$ cat config.mk
export PLATFORM = sky130hd
export DESIGN_NAME = mem_stage_ctrl
export DESIGN_NICKNAME = d
export VERILOG_FILES = /design/src/rtl/mem_stage_ctrl.sv
export SDC_FILE = /design/constraint.sdc
export NUM_CORES = 1
export LEC_CHECK = 0
export ABC_AREA = 1
export CAP_MARGIN = 20
export CELL_PAD_IN_SITES_DETAIL_PLACEMENT = 0
export CELL_PAD_IN_SITES_GLOBAL_PLACEMENT = 2
export CORE_MARGIN = 4
export CORE_UTILIZATION = 41
export CTS_CLUSTER_SIZE = 10
export DETAILED_ROUTE_END_ITERATION = 12
export DONT_BUFFER_PORTS = 1
export PLACE_DENSITY = 0.81
export SLEW_MARGIN = 20
export SYNTH_ARGS = -nofsm -noshare
export SYNTH_HDL_FRONTEND = slang
export SYNTH_SLANG_ARGS = --single-unit
$ cat constraint.sdc
create_clock -name clk -period 11.9 [get_ports clk]
set_clock_uncertainty 0.05 [all_clocks]
set_input_delay 1.785 -clock clk [delete_from_list [all_inputs] [get_ports clk]]
set_output_delay 1.785 -clock clk [all_outputs]
set_load 0.01 [all_outputs]
$ cat src/rtl/mem_stage_ctrl.sv
// MEM-stage controller for the 5-stage MIPS pipeline.
// Turns lw/sw from the EX/MEM register into valid/ready data-memory bus
// transactions, stalls upstream stages while one is outstanding, and
// registers the results into the MEM/WB boundary.
module mem_stage_ctrl #(
    parameter int unsigned TIMEOUT  = 16,
    parameter logic [31:0] ERR_DATA = 32'hDEADBEEF
) (
    input  logic        clk,
    input  logic        rst,
    input  logic        RegwriteM,
    input  logic        MemtoregM,
    input  logic        MemwriteM,
    input  logic [31:0] ALUoutM,
    input  logic [31:0] WritedataM,
    input  logic [4:0]  WriteregM,
    output logic        StallM,
    output logic        mem_req_valid,
    input  logic        mem_req_ready,
    output logic        mem_we,
    output logic [31:0] mem_addr,
    output logic [31:0] mem_wdata,
    input  logic        mem_rsp_valid,
    input  logic [31:0] mem_rdata,
    output logic        RegwriteW,
    output logic        MemtoregW,
    output logic [31:0] ReaddataW,
    output logic [31:0] ALUoutW,
    output logic [4:0]  WriteregW,
    output logic        mem_err
);

    typedef enum logic [1:0] {
        ST_IDLE = 2'd0,
        ST_REQ  = 2'd1,
        ST_WAIT = 2'd2,
        ST_DONE = 2'd3
    } state_e;

    // Last counter value before the read is abandoned (counter starts at 0).
    localparam logic [7:0] CNT_LAST = 8'(TIMEOUT - 1);

    state_e      state_q, state_d;
    logic [7:0]  cnt_q, cnt_d;
    logic [31:0] rdata_q, rdata_d;
    logic        req_valid_q, req_valid_d;
    logic        we_q, we_d;
    logic [31:0] addr_q, addr_d;
    logic [31:0] wdata_q, wdata_d;
    logic        regwrite_w_q, regwrite_w_d;
    logic        memtoreg_w_q, memtoreg_w_d;
    logic [31:0] readdata_w_q, readdata_w_d;
    logic [31:0] aluout_w_q, aluout_w_d;
    logic [4:0]  writereg_w_q, writereg_w_d;
    logic        err_q, err_d;
    logic        access_s;
    logic        stall_s;

    assign access_s = MemtoregM | MemwriteM;
    assign stall_s  = (state_q == ST_REQ) || (state_q == ST_WAIT) ||
                      ((state_q == ST_IDLE) && access_s);

    // Next-state and next-output computation for the transaction FSM.
    always_comb begin
        state_d      = state_q;
        cnt_d        = cnt_q;
        rdata_d      = rdata_q;
        req_valid_d  = req_valid_q;
        we_d         = we_q;
        addr_d       = addr_q;
        wdata_d      = wdata_q;
        regwrite_w_d = regwrite_w_q;
        memtoreg_w_d = memtoreg_w_q;
        readdata_w_d = readdata_w_q;
        aluout_w_d   = aluout_w_q;
        writereg_w_d = writereg_w_q;
        err_d        = err_q;
        case (state_q)
            ST_IDLE: begin
                if (access_s) begin
                    // Issue: a store wins over a load when both flags are set.
                    req_valid_d  = 1'b1;
                    we_d         = MemwriteM;
                    addr_d       = {ALUoutM[31:2], 2'b00};
                    wdata_d      = WritedataM;
                    rdata_d      = 32'd0;
                    regwrite_w_d = 1'b0;
                    state_d      = ST_REQ;
                end else begin
                    regwrite_w_d = RegwriteM;
                    memtoreg_w_d = MemtoregM;
                    readdata_w_d = 32'd0;
                    aluout_w_d   = ALUoutM;
                    writereg_w_d = WriteregM;
                end
            end
            ST_REQ: begin
                regwrite_w_d = 1'b0;
                if (mem_req_ready) begin
                    req_valid_d = 1'b0;
                    cnt_d       = 8'd0;
                    if (we_q) begin
                        state_d = ST_DONE;
                    end else begin
                        state_d = ST_WAIT;
                    end
                end else begin
                    req_valid_d = 1'b1;
                end
            end
            ST_WAIT: begin
                regwrite_w_d = 1'b0;
                if (mem_rsp_valid) begin
                    // A response on the timeout edge still delivers real data.
                    rdata_d = mem_rdata;
                    state_d = ST_DONE;
                end else if (cnt_q == CNT_LAST) begin
                    rdata_d = ERR_DATA;
                    err_d   = 1'b1;
                    state_d = ST_DONE;
                end else begin
                    cnt_d = cnt_q + 8'd1;
                end
            end
            ST_DONE: begin
                // EX/MEM still holds the memory instruction during this cycle.
                regwrite_w_d = RegwriteM;
                memtoreg_w_d = MemtoregM;
                readdata_w_d = rdata_q;
                aluout_w_d   = ALUoutM;
                writereg_w_d = WriteregM;
                state_d      = ST_IDLE;
            end
            default: begin
                state_d = ST_IDLE;
            end
        endcase
    end

    // State and output registers; reset abandons any in-flight transaction.
    always_ff @(posedge clk or posedge rst) begin
        if (rst) begin
            state_q      <= ST_IDLE;
            cnt_q        <= 8'd0;
            rdata_q      <= 32'd0;
            req_valid_q  <= 1'b0;
            we_q         <= 1'b0;
            addr_q       <= 32'd0;
            wdata_q      <= 32'd0;
            regwrite_w_q <= 1'b0;
            memtoreg_w_q <= 1'b0;
            readdata_w_q <= 32'd0;
            aluout_w_q   <= 32'd0;
            writereg_w_q <= 5'd0;
            err_q        <= 1'b0;
        end else begin
            state_q      <= state_d;
            cnt_q        <= cnt_d;
            rdata_q      <= rdata_d;
            req_valid_q  <= req_valid_d;
            we_q         <= we_d;
            addr_q       <= addr_d;
            wdata_q      <= wdata_d;
            regwrite_w_q <= regwrite_w_d;
            memtoreg_w_q <= memtoreg_w_d;
            readdata_w_q <= readdata_w_d;
            aluout_w_q   <= aluout_w_d;
            writereg_w_q <= writereg_w_d;
            err_q        <= err_d;
        end
    end

    assign StallM        = stall_s;
    assign mem_req_valid = req_valid_q;
    assign mem_we        = we_q;
    assign mem_addr      = addr_q;
    assign mem_wdata     = wdata_q;
    assign RegwriteW     = regwrite_w_q;
    assign MemtoregW     = memtoreg_w_q;
    assign ReaddataW     = readdata_w_q;
    assign ALUoutW       = aluout_w_q;
    assign WriteregW     = writereg_w_q;
    assign mem_err       = err_q;

endmodule

==> key figures <==
Final layout
  • Area grow syn2layout: 7.86%
  • Highest-count cells in the layout ignoring fill and taps: dfrtp_1, nand2_1, o21ai_0
  • Commonest non-fill, non-tap cell in the layout: dfrtp_1
  • Filler Cell Count: ~1.7k
  • Final instance area: approximately 8200 µm²
  • Share of cells above drive strength 1: 0.204
  • Nets: 818

STA
  • Fin. max-slew vios: 0
  • Period Utilization, post-route: 0.371
  • Setup TNS: 0 ns
  • Peak Freq: roughly 230 MHz
  • Unrepaired setup endpoints after global routing: false
  • Final Hold Viols: 0
  • Worst-Margin Slew: approximately 0.98 ns
  • Slew headroom: 0.344
  • Final-report setup violation count: 0
  • Minimum clock period after layout: between 4 and 5 ns
  • Hold Slack: 0.435 ns

Synth
  • Cell Area, Synth: roughly 7600 µm²
  • #FFs+latches synth: 178
  • Unique masters post-synth: 32
  • Sequential area share after synthesis: 0.588
  • Cells after Synth: ~720
  • Yosys warning total: 0
  • Syn_area_per_cell: 10.5 µm²

Routing
  • WL/cell: ~18 µm
  • Drt drc: 0
  • Vias/cell: approximately 5
  • Vias: about 4.8k
  • Detailed-router iteration count before antenna repair: 4
  • Antenna Violating Nets Remaining: 0
  • Post-Route WL: about 17000 µm
  • Initial DRC count: 192

Worst setup path
  • Worst flop-to-flop path endpoint: MemtoregW
  • WP data arrival: between 2 and 3 ns
  • Worst path cell trace: nor2_2 -> inv_1 -> nand2_4 -> nand2_1
  • Worst Reg-to-Reg Cells: 6
  • Worst path max stage delay: 0.36 ns
  • Crit Path Category: in -> out
  • CP Max Fanout: 47
  • Crit-path slowest cell: nand2_4
  • Crit path buf inv count: 1
  • Cell family with most CP delay: simple AND/OR/NAND/NOR gates
  • Nature of the critical path endpoint: output port
  • Worst Path Required: 10.07 ns
  • Critical Path Source Type: input pin
  • Worst R2R Start: state_q[0]
  • R2R Setup Slk: between 8 and 9 ns

Clock tree
  • Worst-path clk slew: 0.07 ns
  • Hold-fix buffers, CTS: 0
  • Post-CTS Repair Setup Buffers: 0
  • CTS tree: done
  • Cts repair resizes: 0
  • Clock buffer depth: 2
  • Cts bufs inserted: 17
  • Clk root buf: clkbuf_16
  • H-tree Lvls: 4
  • Worst skew pair latency: around 0.41 ns
  • Clk sink count: approximately 180

Global route
  • Met3 Track Usage GR: 0.0696
  • Vias in the first global route: about 4.7k
  • First-pass GRT wire length: about 26000 µm
  • Met1 GRT Util: 0.191
  • M2 GR Usage: 0.267
  • Global routing's busiest layer: met2
  • Grt total ovfl: 0
  • Gr usage total: 0.162
  • Initial antenna violation count: 3
  • Largest net degree at the start of global routing: 99

Die
  • Die ar.: 20700 µm²
  • Chip Height: about 140 µm
  • Cell Rows: 49
  • CORE AREA: roughly 18000 µm²
  • Initial Util: 0.419
  • Io pins: about 250
  • Horiz. Die Dim: between 100 and 150 µm

Min path
  • WHS Path Cells: 2
  • Hold Startpoint: rdata_q[17]
  • Hold endpoint: rdata_q[17]
  • HP Class: reg -> reg

Power
  • Leak pwr: roughly 3.6 nW
  • Seq pwr share: 0.481
  • P_int: between 1 and 1.5 mW
  • Clock network fraction of design power: 0.237
  • Sw Share: 0.404
  • Psw: 0.982 mW
  • VDD IR-drop max: 0.132 mV
  • Combinational Power Share: 0.282
  • Power per Cell Area: 297 nW/µm²

Status
  • Status: finished clean

Placed design
  • DP Wirelength: approximately 12000 µm
  • Dpl cell area: ~7600 µm²
  • Port-buffer cells: 0
  • Routability Congestion: 0.757

Job
  • Max-cap viol count: 0
worst min-delay path: cells and delay by family (launching register included):
family             cells  cell delay, ns
DFF                    1            0.35
and+or+nand+nor        1            0.06
AOI/OAI and AO/OA      1            0.04
area by class of cell:
| class | count | area (µm²) | area share |
|---|---|---|---|
| tap | 229 | 287 | 0.0351 |
| clock inverter | 14 | 176 | 0.0216 |
| clock buffer | 18 | 429 | 0.0525 |
| timing repair buffer | 5 | 37.5 | 0.00459 |
| sequential | 178 | 4450 | 0.545 |
| antenna | 1 | 2.50 | 0.000306 |
| multi-input combinational | 417 | 2460 | 0.301 |
| inverter | 85 | 324 | 0.0397 |
worst max-delay path by stage:
stage                    from         end  cells after the start  slack, ns
finish              MemwriteM      StallM                      4       7.49
global route        MemwriteM      StallM                      4       7.39
CTS                 MemwriteM      StallM                      4       7.47
detailed placement  MemwriteM      StallM                      4       7.47
global placement    MemwriteM      StallM                      4       7.49
floorplan                 rst  ALUoutW[0]                      1       5.23
cell usage after synthesis:
cell | count | area, µm²
clkbuf_1 | 11 | 41.3
ha_1 | 6 | 75.1
dfrtp_1 | 178 | 4450
a32oi_1 | 1 | 8.76
a21oi_2 | 29 | 254
nand4_1 | 3 | 18.8
a21oi_1 | 2 | 10.0
buf_4 | 3 | 22.5
o21ai_0 | 102 | 510
nand2_2 | 5 | 31.3
buf_1 | 2 | 7.51
buf_2 | 5 | 25.0
nand3_2 | 1 | 10.0
inv_2 | 2 | 7.51
o21ai_2 | 33 | 289
clkbuf_2 | 4 | 20.0
conb_1 | 1 | 3.75
mux2_1 | 2 | 22.5
a41o_1 | 1 | 10.0
buf_12 | 3 | 60.1
nor2_1 | 38 | 143
o21ai_4 | 2 | 32.5
nand2_4 | 2 | 22.5
or2_2 | 1 | 6.26
inv_1 | 83 | 312
nor2_2 | 2 | 12.5
buf_6 | 15 | 169
nand2_1 | 106 | 398
o21bai_1 | 2 | 15.0
o21ai_1 | 2 | 10.0
mux2_2 | 32 | 360
nand3_1 | 43 | 215
kinds of logic after synthesis:
family | count (synthesis) | share of synthesized area
DFF | 178 | 0.588
AOI/OAI and AO/OA | 174 | 0.150
other | 1 | 0.000495
adders and majority gates | 6 | 0.00991
and+or+nand+nor | 201 | 0.113
muxes | 34 | 0.0505
buffers and inverters | 128 | 0.0877
per-layer routing:
metal	vias up	share of wire
li1	2305	-
met1	2264	0.39
met2	163	0.50
met3	24	0.092
met4	4	0.019
met5	-	0.0015
metrics by stage:
stage / cells / total power, mW / util / setup WS [ns]
after floorplan: 723 / 1.77 / - / 5.23
after global placement: 914 / 1.85 / 0.418 / 7.49
after detailed placement: 914 / 1.89 / 0.418 / 7.47
after CTS: 946 / 2.47 / 0.452 / 7.47
after global routing: 947 / 2.61 / 0.452 / 7.39
final: 947 / 2.43 / 0.452 / 7.49
sequential cells by signal (all words and copies together) (netlist names), 2 cells and up:
register   count
rdata_q       32
mem_wdata     32
mem_addr      30
cnt_q          8
WriteregW      5
state_q        2
ReaddataW     32
ALUoutW       32
power by group through the flow:
| stage | Clock (mW) | Combinational (mW) | Sequential, mW |
|---|---|---|---|
| after floorplan | 0 | 0.664 | 1.11 |
| after global placement | 0 | 0.673 | 1.18 |
| after detailed placement | 0 | 0.702 | 1.19 |
| after CTS | 0.591 | 0.705 | 1.18 |
| after global routing | 0.616 | 0.787 | 1.20 |
| final | 0.575 | 0.686 | 1.17 |
Note: power is estimated with default switching activity, not from simulation.
